## src/rtl/bf_wb_ctrl_pkg.sv

```systemverilog
// Shared types, default parameters and helpers for the butterfly write-back stage.
// The four output lanes are always written together as one group.
package bf_wb_ctrl_pkg;

    typedef enum logic [1:0] {
        IDLE  = 2'd0,
        RUN   = 2'd1,
        DRAIN = 2'd2,
        DONE  = 2'd3
    } wb_state_t;

    localparam int NUM_LANES      = 4;
    localparam int DEF_DATA_WIDTH = 14;
    localparam int DEF_ADDR_WIDTH = 6;
    localparam int DEF_LAT        = 14;
    localparam int DEF_PER_STAGE  = 64;

    // Bits needed to hold values 0..value-1.
    function automatic int clog2(input int value);
        int r;
        r = 0;
        for (int i = 0; i < 31; i++)
            if ((1 << i) < value) r = i + 1;
        return r;
    endfunction

endpackage

```

## src/rtl/bf_wb_ctrl_delay_line.sv

```systemverilog
// Fixed-depth shift register that carries issue metadata alongside the
// butterfly pipeline; async clear drops everything in flight.
module wb_delay_line #(
    parameter int width = 1,
    parameter int depth = 1
) (
    input  logic             clk,
    input  logic             rst,
    input  logic [width-1:0] din,
    output logic [width-1:0] dout
);

    logic [depth-1:0][width-1:0] sr;

    always_ff @(posedge clk or negedge rst) begin
        if (!rst) begin
            sr <= '0;
        end else begin
            sr[0] <= din;
            for (int i = 1; i < depth; i++)
                sr[i] <= sr[i-1];
        end
    end

    assign dout = sr[depth-1];

endmodule

```

## src/rtl/bf_wb_ctrl.sv

```systemverilog
// Write-back stage behind the butterfly output network: pairs routed lane data
// with the delayed read addresses, drives the bank write ports, tracks the stage.
module bf_wb_ctrl
    import bf_wb_ctrl_pkg::*;
#(
    parameter int data_width = DEF_DATA_WIDTH,
    parameter int addr_width = DEF_ADDR_WIDTH,
    parameter int LAT        = DEF_LAT,
    parameter int PER_STAGE  = DEF_PER_STAGE
) (
    input  logic                  clk,
    input  logic                  rst,
    input  logic                  start,
    input  logic                  issue_valid,
    input  logic [addr_width-1:0] issue_addr_0,
    input  logic [addr_width-1:0] issue_addr_1,
    input  logic [addr_width-1:0] issue_addr_2,
    input  logic [addr_width-1:0] issue_addr_3,
    input  logic [data_width-1:0] d0,
    input  logic [data_width-1:0] d1,
    input  logic [data_width-1:0] d2,
    input  logic [data_width-1:0] d3,
    output logic                  wen_0,
    output logic                  wen_1,
    output logic                  wen_2,
    output logic                  wen_3,
    output logic [addr_width-1:0] waddr_0,
    output logic [addr_width-1:0] waddr_1,
    output logic [addr_width-1:0] waddr_2,
    output logic [addr_width-1:0] waddr_3,
    output logic [data_width-1:0] wdata_0,
    output logic [data_width-1:0] wdata_1,
    output logic [data_width-1:0] wdata_2,
    output logic [data_width-1:0] wdata_3,
    output logic                  busy,
    output logic                  stage_done
);

    localparam int CW  = clog2(PER_STAGE + 1);
    localparam int DLW = 1 + NUM_LANES * addr_width;
    localparam logic [CW-1:0] LAST_ISSUE = CW'(PER_STAGE - 1);
    localparam logic [CW-1:0] FULL_CNT   = CW'(PER_STAGE);

    wb_state_t     state;
    logic [CW-1:0] issue_cnt;
    logic [CW-1:0] wr_cnt;
    logic          accept;

    logic [NUM_LANES-1:0][addr_width-1:0] iaddr;
    logic [NUM_LANES-1:0][addr_width-1:0] daddr;
    logic [NUM_LANES-1:0][data_width-1:0] din;
    logic [NUM_LANES-1:0][addr_width-1:0] waddr_q;
    logic [NUM_LANES-1:0][data_width-1:0] wdata_q;
    logic                                 dvld;
    logic                                 wen_q;
    logic [DLW-1:0]                       dl_in;
    logic [DLW-1:0]                       dl_out;

    // Issues outside RUN never enter the pipeline, so they can never produce a write.
    assign accept = (state == RUN) && issue_valid;
    assign iaddr  = {issue_addr_3, issue_addr_2, issue_addr_1, issue_addr_0};
    assign din    = {d3, d2, d1, d0};
    assign dl_in  = {accept, iaddr};

    wb_delay_line #(
        .width(DLW),
        .depth(LAT)
    ) u_dly (
        .clk (clk),
        .rst (rst),
        .din (dl_in),
        .dout(dl_out)
    );

    assign {dvld, daddr} = dl_out;

    always_ff @(posedge clk or negedge rst) begin
        if (!rst) begin
            state     <= IDLE;
            issue_cnt <= '0;
            wr_cnt    <= '0;
        end else begin
            if (wen_q) wr_cnt <= wr_cnt + CW'(1);
            case (state)
                IDLE: begin
                    if (start) state <= RUN;
                end
                RUN: begin
                    if (issue_valid) begin
                        issue_cnt <= issue_cnt + CW'(1);
                        if (issue_cnt == LAST_ISSUE) state <= DRAIN;
                    end
                end
                DRAIN: begin
                    if (wr_cnt == FULL_CNT) state <= DONE;
                end
                DONE: begin
                    state     <= IDLE;
                    issue_cnt <= '0;
                    wr_cnt    <= '0;
                end
                default: state <= IDLE;
            endcase
        end
    end

    // Address/data hold their last written value between groups.
    always_ff @(posedge clk or negedge rst) begin
        if (!rst) begin
            wen_q   <= 1'b0;
            waddr_q <= '0;
            wdata_q <= '0;
        end else begin
            wen_q <= dvld;
            if (dvld) begin
                waddr_q <= daddr;
                wdata_q <= din;
            end
        end
    end

    assign wen_0   = wen_q;
    assign wen_1   = wen_q;
    assign wen_2   = wen_q;
    assign wen_3   = wen_q;
    assign waddr_0 = waddr_q[0];
    assign waddr_1 = waddr_q[1];
    assign waddr_2 = waddr_q[2];
    assign waddr_3 = waddr_q[3];
    assign wdata_0 = wdata_q[0];
    assign wdata_1 = wdata_q[1];
    assign wdata_2 = wdata_q[2];
    assign wdata_3 = wdata_q[3];

    assign busy       = (state == RUN) || (state == DRAIN);
    assign stage_done = (state == DONE);

endmodule

```

## config.mk

```make
export PLATFORM = sky130hd
export DESIGN_NAME = bf_wb_ctrl
export DESIGN_NICKNAME = d
export VERILOG_FILES = /design/src/rtl/bf_wb_ctrl_pkg.sv /design/src/rtl/bf_wb_ctrl_delay_line.sv /design/src/rtl/bf_wb_ctrl.sv
export SDC_FILE = /design/constraint.sdc
export NUM_CORES = 1
export LEC_CHECK = 0
export BUFFER_PORTS_ARGS = -buffer_cell sky130_fd_sc_hd__buf_4
export CAP_MARGIN = 20
export CORE_AREA = 2 2 209 211
export DETAILED_ROUTE_END_ITERATION = 10
export DIE_AREA = 0 0 211 213
export PLACE_DENSITY_LB_ADDON = 0.15
export RECOVER_POWER = 100
export SYNTH_ARGS = -nofsm -noshare
export SYNTH_HDL_FRONTEND = slang
export SYNTH_SLANG_ARGS = --single-unit
```

## constraint.sdc

```tcl
create_clock -name clk -period 1.5 [get_ports clk]
set_input_delay 0 -clock clk [delete_from_list [all_inputs] [get_ports clk]]
set_output_delay 0 -clock clk [all_outputs]
set_load 0.01 [all_outputs]
```

# == Word-level counts from Yosys, hierarchy flattened ==
# Index checks and enable logic that the tools add are counted.
# totals
register_bits,447
in_bits,84
out_inout_bits,86
word_cells,53
# classes
n_addsub,2
eq_ne,9
mux,9
reduce_logical,7
# op_table
operator,n
$mux 7,3
$add 7x1->7 const B,2
$pmux 7 s2,1
$mux 2,4
$pmux 2 s4,1
$eq 7x6->1 const B,1
$eq 7x7->1 const B,1
$ne 2x2->1 const B,3
$eq 2x2->1 const B,2
$reduce_and 4->1,1
$reduce_bool 2->1,2
$eq 2x1->1 const B,1
$logic_not 2->1,1
$ne 2x1->1 const B,1
$reduce_and 2->1,1
$logic_and 1x1->1,1
$logic_or 1x1->1,1

# == Longest topological paths before layout ==
# logic_depth
ltp_word,4
mapped_depth,7
ltp_nobuf,6

# == Cells and area by module ==
# From an unflattened synthesis, not the netlist that was laid out.
# unflattened
cells_unflattened,644
area_unflattened_um2,12851.1
# by_module_without_submodules
mod,instances,cells_per_inst,area_each_um2,seq_area_each_um2
wb_delay_line,1,375,8946.1,8758.4
bf_wb_ctrl,1,269,3905.0,2427.3

# == Worst setup path before layout ==
# OpenSTA, ideal clock, no wires.
# synth_timing
path_type,reg-to-reg
startpoint,reg state[1]
endpoint,reg issue_cnt[3]
setup_time_ps,136
arrival_ps,1462
t_required_ps,1364
slack_ps,-98
stages_incl_launch_ff,8
n_path_buf,1
period_less_slack_ps,1598
cell_sequence,dfrtp_1 -> inv_1 -> ha_1 -> clkbuf_1 -> mux2i_1 -> nor3_1 -> a21oi_1 -> o21ai_0
# synth_via
elab_chain_cells,3
word_cells_on_any_way,6
cone_classes,eq/ne: 3; mux: 1; reduce/logical: 2
# synth_lines
element,line,rtl
start: declaration,bf_wb_ctrl.sv:44,wb_state_t state;
start signal: assignment,bf_wb_ctrl.sv:79,state <= IDLE;
start signal: assignment,bf_wb_ctrl.sv:86,if (start) state <= RUN;
start signal: assignment,bf_wb_ctrl.sv:91,if (issue_cnt == LAST_ISSUE) state <= DRAIN;
$eq 2x1->1 or $eq 2x2->1 (tied branches),bf_wb_ctrl.sv:84,case (state)
$ne 2x2->1 (no source line) or $reduce_bool 2->1 (tied branches),-,
$reduce_and 2->1 (no source line),-,
end signal: assignment,bf_wb_ctrl.sv:90,issue_cnt <= issue_cnt + CW'(1);
end: declaration,bf_wb_ctrl.sv:45,logic [CW-1:0] issue_cnt;
# Parallel ways exist; a longest one is shown, timed or not.
# A chain may end at the register's enable or synchronous reset.

# == Worst setup path in the final report ==
# layout_timing
startpoint,reg state[1]
endpoint,out busy
# layout_via
elab_chain_cells,2
word_cells_on_any_way,3
cone_classes,eq/ne: 2; reduce/logical: 1
# layout_lines
element,line,rtl
$eq 2x1->1 or $eq 2x2->1 (tied branches),bf_wb_ctrl.sv:135,assign busy = (state == RUN) || (state == DRAIN);
$logic_or 1x1->1 *,bf_wb_ctrl.sv:135,
end: declaration,bf_wb_ctrl.sv:35,"output logic busy,"
# Mark *: on every way between the ends. The rest lies on a longest branch, timed or not.

==> metrics.md <==
| Metric | Value |
|---|---|
| CP required | `1.50 ns` |
| RSZ-0062 raised after global routing | `true` |
| Status | `finished, violations left` |
| Layout Nets | `1035` |
| Yosys warns | `0` |
| Share of layout cells above drive strength 1 | `0.305` |
| Max Cap Viol | `0` |
| Cell area after placement | `0.0149 sq mm` |
| Initial Util | `0.297` |
| Routed WL | `19500 um` |
| Max Slew Vio Count | `0` |
| Pwr Total | `32.1 mW` |
| Total Neg Setup Slack | `-0.00576 ns` |
| Syn avg cell area | `20.4 sq um` |
| Crit path kind | `register to output pin` |
| Drt drc | `0` |
| Max_slew headroom | `0.379` |
| Crit-path cells | `inv_2, buf_6, ha_4, buf_6` |
| Crit path max fanout | `4` |
| P_leak | `7.62 nW` |
| I/O Pins | `170` |
| Final Hold Fails | `0` |
| Via count | `5813` |
| Failing checks | `negative setup slack` |
| Most used cells in the layout excluding fill and tap cells | `dfrtp_1 (444), clkbuf_1 (91), dlygate4sd3_1 (83), mux2_2 (81), buf_4 (76)` |
| Grt ovf | `0` |
| CTS root buffer | `clkbuf_16` |
| HPWL after DPL | `10800 um` |
| Commonest non-fill, non-tap cell in the layout | `dfrtp_1` |
| CTS tree | `built` |
| CP peak stage delay | `0.44 ns` |
| Largest net degree at the start of global routing | `73` |
| Synth Area in Simple Gates | `0.0120` |
| Adder-cell share of the synthesized area | `0.00691` |
| Bufs on Longest Clock Path | `3` |
| Flop2flop setup slack | `0.02 ns` |
| Register Area | `0.0112 sq mm` |
| Multi-input gate area | `0.00147 sq mm` |
| Top cell by count, worst path | `buf_6` |
| Rows | `76` |
| Syn Nets | `713` |
| Final Hold Slack | `0.106 ns` |
| Area grow syn2layout | `35.2%` |
| PnR worst setup slack | `-0.00576 ns` |
| Register bit total from synthesis | `447` |
| Pwr dens | `1870 mW/mm^2` |
| Crit path buffers/inverters | `3` |
| Slowest cell on crit path | `dfrtp_2` |
| # clock sinks | `447` |
| Total GRT Usage | `0.0886` |
| Hold crit path type | `input pin to register` |
| Drt first pass iters | `4` |
| Dpl ws | `-0.134 ns` |
| Peak Freq | `0.664 GHz` |
| TritonCTS buffer count | `48` |
| Die H | `213 um` |
| Initial DRC Count | `269` |
| CP endpoint kind | `output pin` |
| Sequential area share after synthesis | `0.883` |
| Synth Area in XOR/XNOR | `0.00277` |
| Diodes inserted | `0` |
| Total core area | `0.0427 sq mm` |
| Largest family of logic cells by synthesized area | `multiplexers` |
| Port buffer count | `169` |
| Final Instance Area | `0.0171 sq mm` |
| First-pass GRT wire length | `31800 um` |
| Reg clk slew, reported paths | `0.06 ns` |
| DR WL/cell | `12.7 um` |
| Netlist cell types | `25` |
| Vias per cell | `3.80` |
| Filler cells | `3920` |
| H-tree depth | `2` |
| Peak VDD IR | `0.683 mV` |
| Mapped Cells | `622` |
| Die area | `0.0449 sq mm` |
| Initial antenna violation count | `0` |
| Tightest Pin Transition | `0.931 ns` |
| Synth Area in Compound Gates | `0.0103` |
| Setup Skew | `0.0163 ns` |
| RePlAce Congestion | `0.690` |
| Die Width | `211 um` |
| Worst endpoint data arrival time | `1.51 ns` |
| Min Tclk post-route | `1.51 ns` |
| Mapped Area | `0.0127 sq mm` |
| CP top delay family | `flip-flops` |
| Post-synthesis mux area share | `0.0768` |
| Clk Latency, worst-skew pair | `0.56 ns` |
| CP startpoint kind | `register` |
| Antenna viol nets, final | `0` |
| Vias in the first global route | `6226` |
| Final period utilization | `1.00` |
| Endpoints failing setup | `1` |
[worst paths after layout]
check	startpoint	cells after the start	end
max	state[1]$_DFFE_PN0P_	4	busy
min	issue_addr_0[2]	2	u_dly.sr[2]$_DFF_PN0_
max reg2reg	issue_cnt[4]$_DFFE_PN0P_	4	state[1]$_DFFE_PN0P_
min reg2reg	u_dly.sr[114]$_DFF_PN0_	0	u_dly.sr[139]$_DFF_PN0_
max in group asynchronous	rst	3	u_dly.sr[89]$_DFF_PN0_
min in group asynchronous	rst	3	u_dly.sr[186]$_DFF_PN0_
[per-stage QoR]
stage	util	cells
5_1_grt	0.401	1529
6_report	0.401	1529
2_1_floorplan	-	622
3_5_place_dp	0.348	1352
4_1_cts	0.409	1526
3_3_place_gp	0.348	1352
[cells by family (layout without fill, tap and decap cells)]
logic type	Yosys count	in the layout
simple gates	34	34
mux	87	87
flops	447	447
buf+inv	24	385
xor+xnor	4	4
compound gates	19	19
fa+ha+maj	7	7
[flip-flops by register name (all words and copies together), names as in the netlist]
register	count
wdata_0	14
wr_cnt	7
wdata_2	14
wdata_1	14
u_dly.sr	325
waddr_1	6
waddr_3	6
state	2
u_dly.dout	25
waddr_0	6
wen_0	1
issue_cnt	7
wdata_3	14
waddr_2	6
[worst register-to-register path, cell delays in order, from the launching register on]
cell and delay [ns]:
dfrtp_1 0.41, nand3_2 0.15, o41ai_4 0.33, o2111ai_2 0.17, mux2_2 0.29
[power by group]
part | internal [mW] | switching (mW)
Combinational | 2.57 | 2.62
Clock | 7.68 | 4.58
Sequential | 13.9 | 0.770
Total | 24.1 | 7.96
[area by class of cell]
class                   instances  share of cell area
flip-flops and latches        447               0.654
repair buffers                286               0.120
multi-input cells             151              0.0858
clock buffers                  67              0.0813
well taps                     546              0.0399
clock inverters                22              0.0177
inverters                      10             0.00219
[synthesized netlist by cell type]
cell type	number	share of area
inv_1	10	0.0030
xnor2_1	1	0.00069
buf_4	3	0.0018
nor2_1	11	0.0033
xor2_1	3	0.0021
or3_1	2	0.00099
clkbuf_1	9	0.0027
a21oi_1	4	0.0016
nor3_1	3	0.0012
o2111ai_1	1	0.00069
o41ai_2	1	0.0013
mux2i_1	6	0.0047
nand2_1	12	0.0036
mux2_2	81	0.072
buf_2	2	0.00079
o21ai_0	8	0.0032
nand3_2	1	0.00079
nand3_1	3	0.0012
a22oi_1	1	0.00059
a22o_1	1	0.00069
nand4_1	2	0.00099
a32o_1	2	0.0016
ha_1	7	0.0069
dfrtp_1	447	0.88
o41ai_1	1	0.00069
[metal layers]
layer  wire length, um  vias to the layer above  GRT usage
met2              9000                      158      0.133
met4               660                        0     0.0491
met3              1160                       48     0.0268
met5                 0                        -          0
met1              8630                     2909      0.115
li1                  -                     2698          -
[what timing repair did]
item,4_1_cts,5_1_grt
endpoints found under the setup margin,9,8
pin swaps,2,3
hold buffers,84,0
buffers inserted,1,3
endpoints found under the hold margin,537,0
resized for setup,10,16
Power figures use the tool's default switching activity.
